[config.mk]
export PLATFORM = sky130hd
export DESIGN_NAME = rmw_counter_pipe
export DESIGN_NICKNAME = d
export VERILOG_FILES = /design/src/rtl/rmw_counter_pipe.sv
export SDC_FILE = /design/constraint.sdc
export NUM_CORES = 2
export LEC_CHECK = 0
export CAP_MARGIN = 20
export CELL_PAD_IN_SITES_DETAIL_PLACEMENT = 1
export CELL_PAD_IN_SITES_GLOBAL_PLACEMENT = 1
export CORE_MARGIN = 2
export CORE_UTILIZATION = 51
export DETAILED_ROUTE_END_ITERATION = 16
export PLACE_DENSITY_LB_ADDON = 0.1
export SLEW_MARGIN = 20
export SYNTH_ARGS = -nofsm -noshare
export SYNTH_HDL_FRONTEND = slang
export SYNTH_SLANG_ARGS = --single-unit
[constraint.sdc]
create_clock -name clk -period 4.99 [get_ports clk]
set_clock_uncertainty 0.05 [all_clocks]
set_input_delay 1.497 -clock clk [delete_from_list [all_inputs] [get_ports clk]]
set_output_delay 1.497 -clock clk [all_outputs]
set_load 0.1 [all_outputs]
[src/rtl/rmw_counter_pipe.sv]
// Read-modify-write counter pipeline over a 2^AW x DW synchronous-read memory, with hazard
// forwarding and power-on memory clear. Define RMW_SAT_EN to saturate INC results.
module rmw_counter_pipe #(
    parameter int unsigned AW = 8,
    parameter int unsigned DW = 16,
    parameter int unsigned IW = 8
) (
    input  logic          clk,
    input  logic          rst_n,
    input  logic          cmd_valid,
    output logic          cmd_ready,
    input  logic [1:0]    cmd_op,
    input  logic [AW-1:0] cmd_addr,
    input  logic [IW-1:0] cmd_inc,
    output logic          rsp_valid,
    output logic [1:0]    rsp_op,
    output logic [AW-1:0] rsp_addr,
    output logic [DW-1:0] rsp_data,
    output logic          rsp_sat
);

    localparam int unsigned Depth = 1 << AW;
    localparam logic [1:0] OpInc   = 2'b00;
    localparam logic [1:0] OpClear = 2'b10;

    typedef enum logic [0:0] {StInit, StRun} state_e;

    state_e        state_q, state_d;
    logic [AW-1:0] ic_q, ic_d;

    logic          s1_valid_q, s1_valid_d;
    logic [1:0]    s1_op_q, s1_op_d;
    logic [AW-1:0] s1_addr_q, s1_addr_d;
    logic [IW-1:0] s1_inc_q, s1_inc_d;

    logic          s2_valid_q, s2_valid_d;
    logic [1:0]    s2_op_q, s2_op_d;
    logic [AW-1:0] s2_addr_q, s2_addr_d;
    logic [DW-1:0] s2_data_q, s2_data_d;
    logic          s2_sat_q, s2_sat_d;

    logic          wb_valid_q, wb_valid_d;
    logic [AW-1:0] wb_addr_q, wb_addr_d;
    logic [DW-1:0] wb_data_q, wb_data_d;

    logic [DW-1:0] mem_q [Depth];
    logic [DW-1:0] mem_rdata_q;
    logic          mem_we;
    logic [AW-1:0] mem_waddr;
    logic [DW-1:0] mem_wdata;

    logic          s2_is_write;
    logic [DW-1:0] operand;
    logic [DW-1:0] inc_result;
    logic          inc_sat;

    assign cmd_ready   = (state_q == StRun);
    assign s2_is_write = (s2_op_q == OpInc) || (s2_op_q == OpClear);

    always_comb begin
        state_d = state_q;
        ic_d    = ic_q;
        if (state_q == StInit) begin
            ic_d = ic_q + 1'b1;
            if (ic_q == {AW{1'b1}}) begin
                state_d = StRun;
            end
        end
    end

    // INIT owns the write port; in RUN only the S2 stage writes back.
    always_comb begin
        mem_we    = 1'b0;
        mem_waddr = s2_addr_q;
        mem_wdata = s2_data_q;
        if (state_q == StInit) begin
            mem_we    = 1'b1;
            mem_waddr = ic_q;
            mem_wdata = '0;
        end else if (s2_valid_q && s2_is_write) begin
            mem_we = 1'b1;
        end
    end

    // Contents are not reset; INIT defines them. Read returns the pre-write value.
    always_ff @(posedge clk) begin
        if (mem_we) begin
            mem_q[mem_waddr] <= mem_wdata;
        end
        mem_rdata_q <= mem_q[cmd_addr];
    end

    always_comb begin
        s1_valid_d = cmd_valid && cmd_ready;
        s1_op_d    = s1_op_q;
        s1_addr_d  = s1_addr_q;
        s1_inc_d   = s1_inc_q;
        if (s1_valid_d) begin
            s1_op_d   = cmd_op;
            s1_addr_d = cmd_addr;
            s1_inc_d  = cmd_inc;
        end
    end

    // S2 write lands on the edge that loads S1's result; WB landed on S1's read edge.
    always_comb begin
        operand = mem_rdata_q;
        if (s2_valid_q && s2_is_write && (s2_addr_q == s1_addr_q)) begin
            operand = s2_data_q;
        end else if (wb_valid_q && (wb_addr_q == s1_addr_q)) begin
            operand = wb_data_q;
        end
    end

`ifdef RMW_SAT_EN
    logic [DW:0] inc_sum;
    assign inc_sum    = {1'b0, operand} + (DW+1)'(s1_inc_q);
    assign inc_sat    = inc_sum[DW];
    assign inc_result = inc_sum[DW] ? {DW{1'b1}} : inc_sum[DW-1:0];
`else
    assign inc_result = operand + DW'(s1_inc_q);
    assign inc_sat    = 1'b0;
`endif

    always_comb begin
        s2_valid_d = s1_valid_q;
        s2_op_d    = s2_op_q;
        s2_addr_d  = s2_addr_q;
        s2_data_d  = s2_data_q;
        s2_sat_d   = s2_sat_q;
        if (s1_valid_q) begin
            s2_op_d   = s1_op_q;
            s2_addr_d = s1_addr_q;
            s2_sat_d  = 1'b0;
            case (s1_op_q)
                OpInc: begin
                    s2_data_d = inc_result;
                    s2_sat_d  = inc_sat;
                end
                OpClear: s2_data_d = '0;
                default: s2_data_d = operand;
            endcase
        end
    end

    always_comb begin
        wb_valid_d = s2_valid_q && s2_is_write;
        wb_addr_d  = wb_addr_q;
        wb_data_d  = wb_data_q;
        if (wb_valid_d) begin
            wb_addr_d = s2_addr_q;
            wb_data_d = s2_data_q;
        end
    end

    always_ff @(posedge clk or negedge rst_n) begin
        if (!rst_n) begin
            state_q    <= StInit;
            ic_q       <= '0;
            s1_valid_q <= 1'b0;
            s1_op_q    <= '0;
            s1_addr_q  <= '0;
            s1_inc_q   <= '0;
            s2_valid_q <= 1'b0;
            s2_op_q    <= '0;
            s2_addr_q  <= '0;
            s2_data_q  <= '0;
            s2_sat_q   <= 1'b0;
            wb_valid_q <= 1'b0;
            wb_addr_q  <= '0;
            wb_data_q  <= '0;
        end else begin
            state_q    <= state_d;
            ic_q       <= ic_d;
            s1_valid_q <= s1_valid_d;
            s1_op_q    <= s1_op_d;
            s1_addr_q  <= s1_addr_d;
            s1_inc_q   <= s1_inc_d;
            s2_valid_q <= s2_valid_d;
            s2_op_q    <= s2_op_d;
            s2_addr_q  <= s2_addr_d;
            s2_data_q  <= s2_data_d;
            s2_sat_q   <= s2_sat_d;
            wb_valid_q <= wb_valid_d;
            wb_addr_q  <= wb_addr_d;
            wb_data_q  <= wb_data_d;
        end
    end

    assign rsp_valid = s2_valid_q;
    assign rsp_op    = s2_op_q;
    assign rsp_addr  = s2_addr_q;
    assign rsp_data  = s2_data_q;
    assign rsp_sat   = s2_sat_q;

endmodule

# Yosys cells after proc, flatten, opt, wreduce, memory -nomap -nowiden

Memories as Yosys holds them, arrays and structs flattened. A register that Yosys moved wholly into a read port is not among the register bits.
Cells that the tools add are included.

Output and inout port bits: 29
Memory bits (writable): 4096
Word-level logic and storage cells: 39
Register bits after elaboration: 80
Memories kept: 1

Add/sub/neg operators: 2
Equality and inequality tests: 5
Multiplexer cells: 11
Reductions and logical operators: 7

Memory list:

| name  | words | bits a word | rd ports | clocked after memory_dff | write ports | line | source |
|---|---|---|---|---|---|---|---|
| mem_q | 256   | 16          | 1        | 1                        | 1           | 46   | `logic [DW-1:0] mem_q [Depth];` |

Operators with widths:

| cell                                                           | number |
|---|---|
| 16-bit 2-to-1 mux                                              | 3 |
| 16-bit case mux with 2 select lines                            | 1 |
| 16-bit by 8-bit adder with 16-bit output                       | 1 |
| 8-bit equality test                                            | 2 |
| 8-bit by 1-bit adder with 8-bit output (second input constant) | 1 |
| 8-bit equality test (second input constant)                    | 1 |
| 8-bit 2-to-1 mux                                               | 1 |
| 1-bit 2-to-1 mux                                               | 6 |
| 2-bit equality test (second input constant)                    | 2 |
| 1-bit logical AND                                              | 4 |
| 2-bit zero test                                                | 2 |
| 1-bit logical OR                                               | 1 |

# Logic depth before layout (Yosys ltp)

Word-level depth: 7
Mapped depth: 19

# Least setup slack after synthesis

No wires, ideal clock.

Kind: register to register
Start: reg state_q (netlist: cmd_ready)
End: mem mem_q[0][0], data pin
Period minus slack after synthesis: 5682 ps
Path slack: -692 ps
Setup time: 868 ps
Stages on the path, launching flop included: 4
Arrival time: 4764 ps
Path buffers: 2
Cells stage by stage: dfrtp_1 clkbuf_1 clkbuf_1 and2_1

Word-level cells in the longest chain between the ends: 1

Ends and longest elaborated chain:

| element                | line | source |
|---|---|---|
| from (decl)            | 28   | `state_e state_q, state_d;` |
| from (signal assigned) | 158  | `state_q <= StInit;` |
| from (signal assigned) | 173  | `state_q <= state_d;` |
| 16-bit 2-to-1 mux      | 76   | `if (state_q == StInit) begin` |
| named net mem_wdata[0] | 50   | `logic [DW-1:0] mem_wdata;` |
| to (decl)              | 46   |  |

The timed path passes the listed nets, and every way through them passes these cells.

# Final worst setup path

Start: reg s2_addr_q[5] (netlist: rsp_addr[5])
End: reg s2_data_q[11] (netlist: rsp_data[11])

Word-level cells in the longest chain between the ends: 5

Ends and longest elaborated chain:

| element                                  | line | source |
|---|---|---|
| from (decl)                              | 38   | `logic [AW-1:0] s2_addr_q, s2_addr_d;` |
| from (signal assigned)                   | 181  | `s2_addr_q <= s2_addr_d;` |
| 8-bit equality test (*)                  | 108  | `if (s2_valid_q && s2_is_write && (s2_addr_q == s1_addr_q)) begin` |
| 1-bit logical AND (*)                    | 108  |  |
| 16-bit 2-to-1 mux (*)                    | 108  |  |
| 16-bit by 8-bit adder with 16-bit output | 121  | `assign inc_result = operand + DW'(s1_inc_q);` |
| 16-bit case mux with 2 select lines (*)  | 135  | `case (s1_op_q)` |
| to (signal assigned)                     | 182  | `s2_data_q <= s2_data_d;` |
| to (decl)                                | 39   | `logic [DW-1:0] s2_data_q, s2_data_d;` |

Every way passes the cells marked *; elsewhere a longest branch is shown, timed or not.
A chain may end at the register's enable or synchronous reset.

==> results.md <==
- Status: finished, final reports clean
- # resized after CTS: 0
- CTS H-tree lvls: 5
- Post-synthesis mux area share: between 10% and 20%
- Slew Viols, Final: 0
- FF+latch count, synth: about 4,200
- Post-synthesis compound-gate area fraction: 0.553%
- Worst skew pair latency: 970 ps
- Synth top area cells: edfxtp_1 76%, mux4_2 19%, dfrtp_1 1.2%
- Die width: 566 um
- DR pass1 iterations: 5
- Period minus WS final: 4490 ps
- Vias per cell: 6.42
- Ports: 50
- Die Footprint: 0.320 mm2
- Initial DRC count: approximately 9,200
- Final design utilization: 58.8%
- Core Region: 0.315 mm2
- TritonCTS clock tree: done
- Leakage power: 47.2 nW
- Hold Path Class: flip-flop to flip-flop
- Register area share after synthesis: 77.8%
- Die Y: approximately 570 um
- Worst VDD drop: 364 uV
- Placed inst area: 0.171 mm2
- Final HPWL DP: 262,000 um
- Max Cap Viol: 0
- First-pass GRT wire length: just over 600,000 um
- Clk slew on worst S/H paths: 60 ps
- Power density cells: 385 mW/mm2
- Clk buf depth: 4
- XOR/XNOR Fraction of Synth Area: 0.158%
- Largest family of logic cells by synthesized area: multiplexers
- Syn_area_per_cell: roughly 24 um2
- Arr. time, crit path: 5270 ps
- Residual DRC: 0
- Post-synth cell types: 57
- RSZ-0062 raised after global routing: no
- WL final: 437,000 um
- CP required: ~5800 ps
- Final Instance Area: 0.185 mm2
- Clock root cell: clkbuf_16
- Nets@finish: 7,343
- Clock Sinks: 4,192
- Worst-margin pin slew: 1290 ps
- Post-synth EDFFs: approximately 4,000
- Synth Flop Type: edfxtp_1
- GRT Resource Usage Total: 27.6%
- # port buffers: 48
- Post-route antenna net violation count: 0
- Synthesized area: 0.161 mm2
- Hold buffer count at CTS: 0
- Synth Instances: 6,637
- Flop2flop setup slack: 500 ps
- Pwr Total: just over 70 mW
- CP Max Fanout: 10
- Largest net degree at the start of global routing: 157
- Grt ovf: 0
- P&R area growth vs syn: 14.8%
- Crit Path Class: flip-flop to flip-flop
- Post-synthesis simple-gate area fraction: 1.33%
- Vias in the first global route: 79,196
- Routability Congestion: between 0.8 and 0.9
- Top cell type by total area after synthesis: edfxtp_1
- Initial Utilization: 51.2%
- Via count: approximately 76,000
- Worst setup EP type: flip-flop
- Avg WL per Cell: 36.9 um
- Postcts setup bufs: 0
- Num CTS Buffers: 426
- Share of the synthesized area in the top cell type: 76.4%
- Placed cells: 11,038
- Layout cells sized above 1: 34.8%
- Tcrit/Tclk final: roughly 90%
- Ys Warns: 0
- Fmax: 223 MHz
- Row Count: approximately 200
- Post-Synthesis Net Count: 6,670
- Async set-reset flop share out of synthesis: about 1.9%
- Non-filler cells, final: 11,836
- Adder-Cell Fraction of Synth Area: less than 1%
- Final setup fails: 0
- Final hold viol count: 0
- Max_slew headroom: 13.9%
- Startpoint types: flip-flop
- Initial antenna violation count: 24
==> cell families (layout without fill, tap and decap cells) <==
group,Yosys count,after routing
muxes,1382,1382
buffers and inverters,379,1407
DFF,4192,4192
AOI/OAI and AO/OA,130,130
xor gates and xnor gates,29,29
and+or+nand+nor,512,512
adders and majority gates,12,12
other,1,12
==> layer usage <==
layer | track usage (%) | wire, um | up-vias
li1 | - | - | 29961
met1 | 40.1 | 179000 | 42214
met2 | 44.1 | 214000 | 3236
met3 | 4.10 | 32000 | 606
met4 | 7.73 | 12500 | 8
met5 | 0 | 54 | -
==> worst paths after layout <==
check,endpoint,cells past startpoint,startpoint
worst max-delay path,rsp_data[11]$_DFFE_PN0P_,12,rsp_addr[5]$_DFFE_PN0P_
worst min-delay path,wb_data_q[6]$_DFFE_PN0P_,2,wb_data_q[6]$_DFFE_PN0P_
worst max register to register,rsp_data[11]$_DFFE_PN0P_,12,rsp_addr[5]$_DFFE_PN0P_
worst min register to register,wb_data_q[6]$_DFFE_PN0P_,2,wb_data_q[6]$_DFFE_PN0P_
max in group asynchronous,rsp_data[7]$_DFFE_PN0P_,2,rst_n
min in group asynchronous,s1_inc_q[1]$_DFFE_PN0P_,1,rst_n
==> worst max-delay path, stage by stage (launching register included) <==
cell       delay [ps]
dfrtp_1           600
xnor2_1           180
nand4_1           310
or3_1             580
a21oi_1           390
ha_1              310
a21o_1            180
a21o_1            210
a2111oi_0         770
o31ai_1           240
nand4_1           270
or4_1             150
a41oi_1           100
==> cell usage in the layout, fill, tap and decap left out, types with 15 or more instances in the layout <==
master,count
mux4_2,1344
clkinv_2,79
nor2_1,209
dfrtp_1,80
edfxtp_1,4096
a21oi_1,23
nand2_1,127
and2_4,16
bufinv_16,42
o21ai_0,15
clkbuf_1,94
xnor2_1,25
buf_4,466
clkinv_1,86
clkdlybuf4s50_1,39
mux2_2,27
nor2_2,78
a22oi_1,41
buf_12,104
clkbuf_16,432
dfxtp_1,16
==> report_power, final <==
part	internal, mW	switching (mW)	total, mW
clock	18.2	13.4	31.7
combinational	0.638	0.851	1.49
sequential	38.0	0.0201	38.1
==> per-stage QoR <==
step	hold WS (ps)	setup WS (ps)	setup TNS [ps]
4_1_cts	428	478	0
2_1_floorplan	322	-687	-1577660
5_1_grt	464	232	0
3_3_place_gp	412	-321	-1080
6_report	427	497	0
3_5_place_dp	413	-301	-1040
==> sequential cells by signal, summed over array words and instances, names as in the netlist <==
| signal | cells |
|---|---|
| cmd_ready | 1 |
| ic_q | 8 |
| mem_q | 4096 |
| mem_rdata_q | 16 |
| rsp_addr | 8 |
| rsp_data | 16 |
| rsp_op | 2 |
| rsp_valid | 1 |
| s1_addr_q | 8 |
| s1_inc_q | 8 |
| s1_op_q | 2 |
| s1_valid_q | 1 |
| wb_addr_q | 8 |
| wb_data_q | 16 |
| wb_valid_q | 1 |
==> Yosys cell counts (2+ instances only) <==
master and instances:
edfxtp_1 4096, mux4_2 1344, nor2_1 287, clkbuf_1 212
nand2_1 141, buf_2 97, dfrtp_1 80, buf_1 48
a22oi_1 41, mux2_2 27, xnor2_1 25, a21oi_1 23
and2_1 18, dfxtp_1 16, o21ai_0 15, o31ai_1 13
ha_1 11, mux2i_1 11, nand4_1 11, nand3_1 10
buf_4 9, a31oi_1 8, inv_1 8, or3_1 8
nand2b_1 6, nor2b_1 6, nor4_1 6, o211ai_1 5
a21o_1 4, buf_6 4, nand3b_1 4, xor2_1 4
a41oi_1 3, and3_1 3, nand4b_1 3, nor3_1 3
o21bai_1 3, a2111oi_0 2, o21a_1 2, o21ai_1 2
or4_1 2
==> layout make-up <==
cell class / instances / area [um2]
Multi-Input combinational cell: 2066 / 34400
Clock buffer: 537 / 11300
Clock inverter: 246 / 2490
Timing Repair Buffer: 615 / 6080
Sequential cell: 4192 / 125000
Antenna cell: 11 / 27.5
Inverter: 9 / 35.0
Fill cell: 25260 / 130000
Tap cell: 4160 / 5200
No activity file was read; power rests on OpenSTA's default activity.
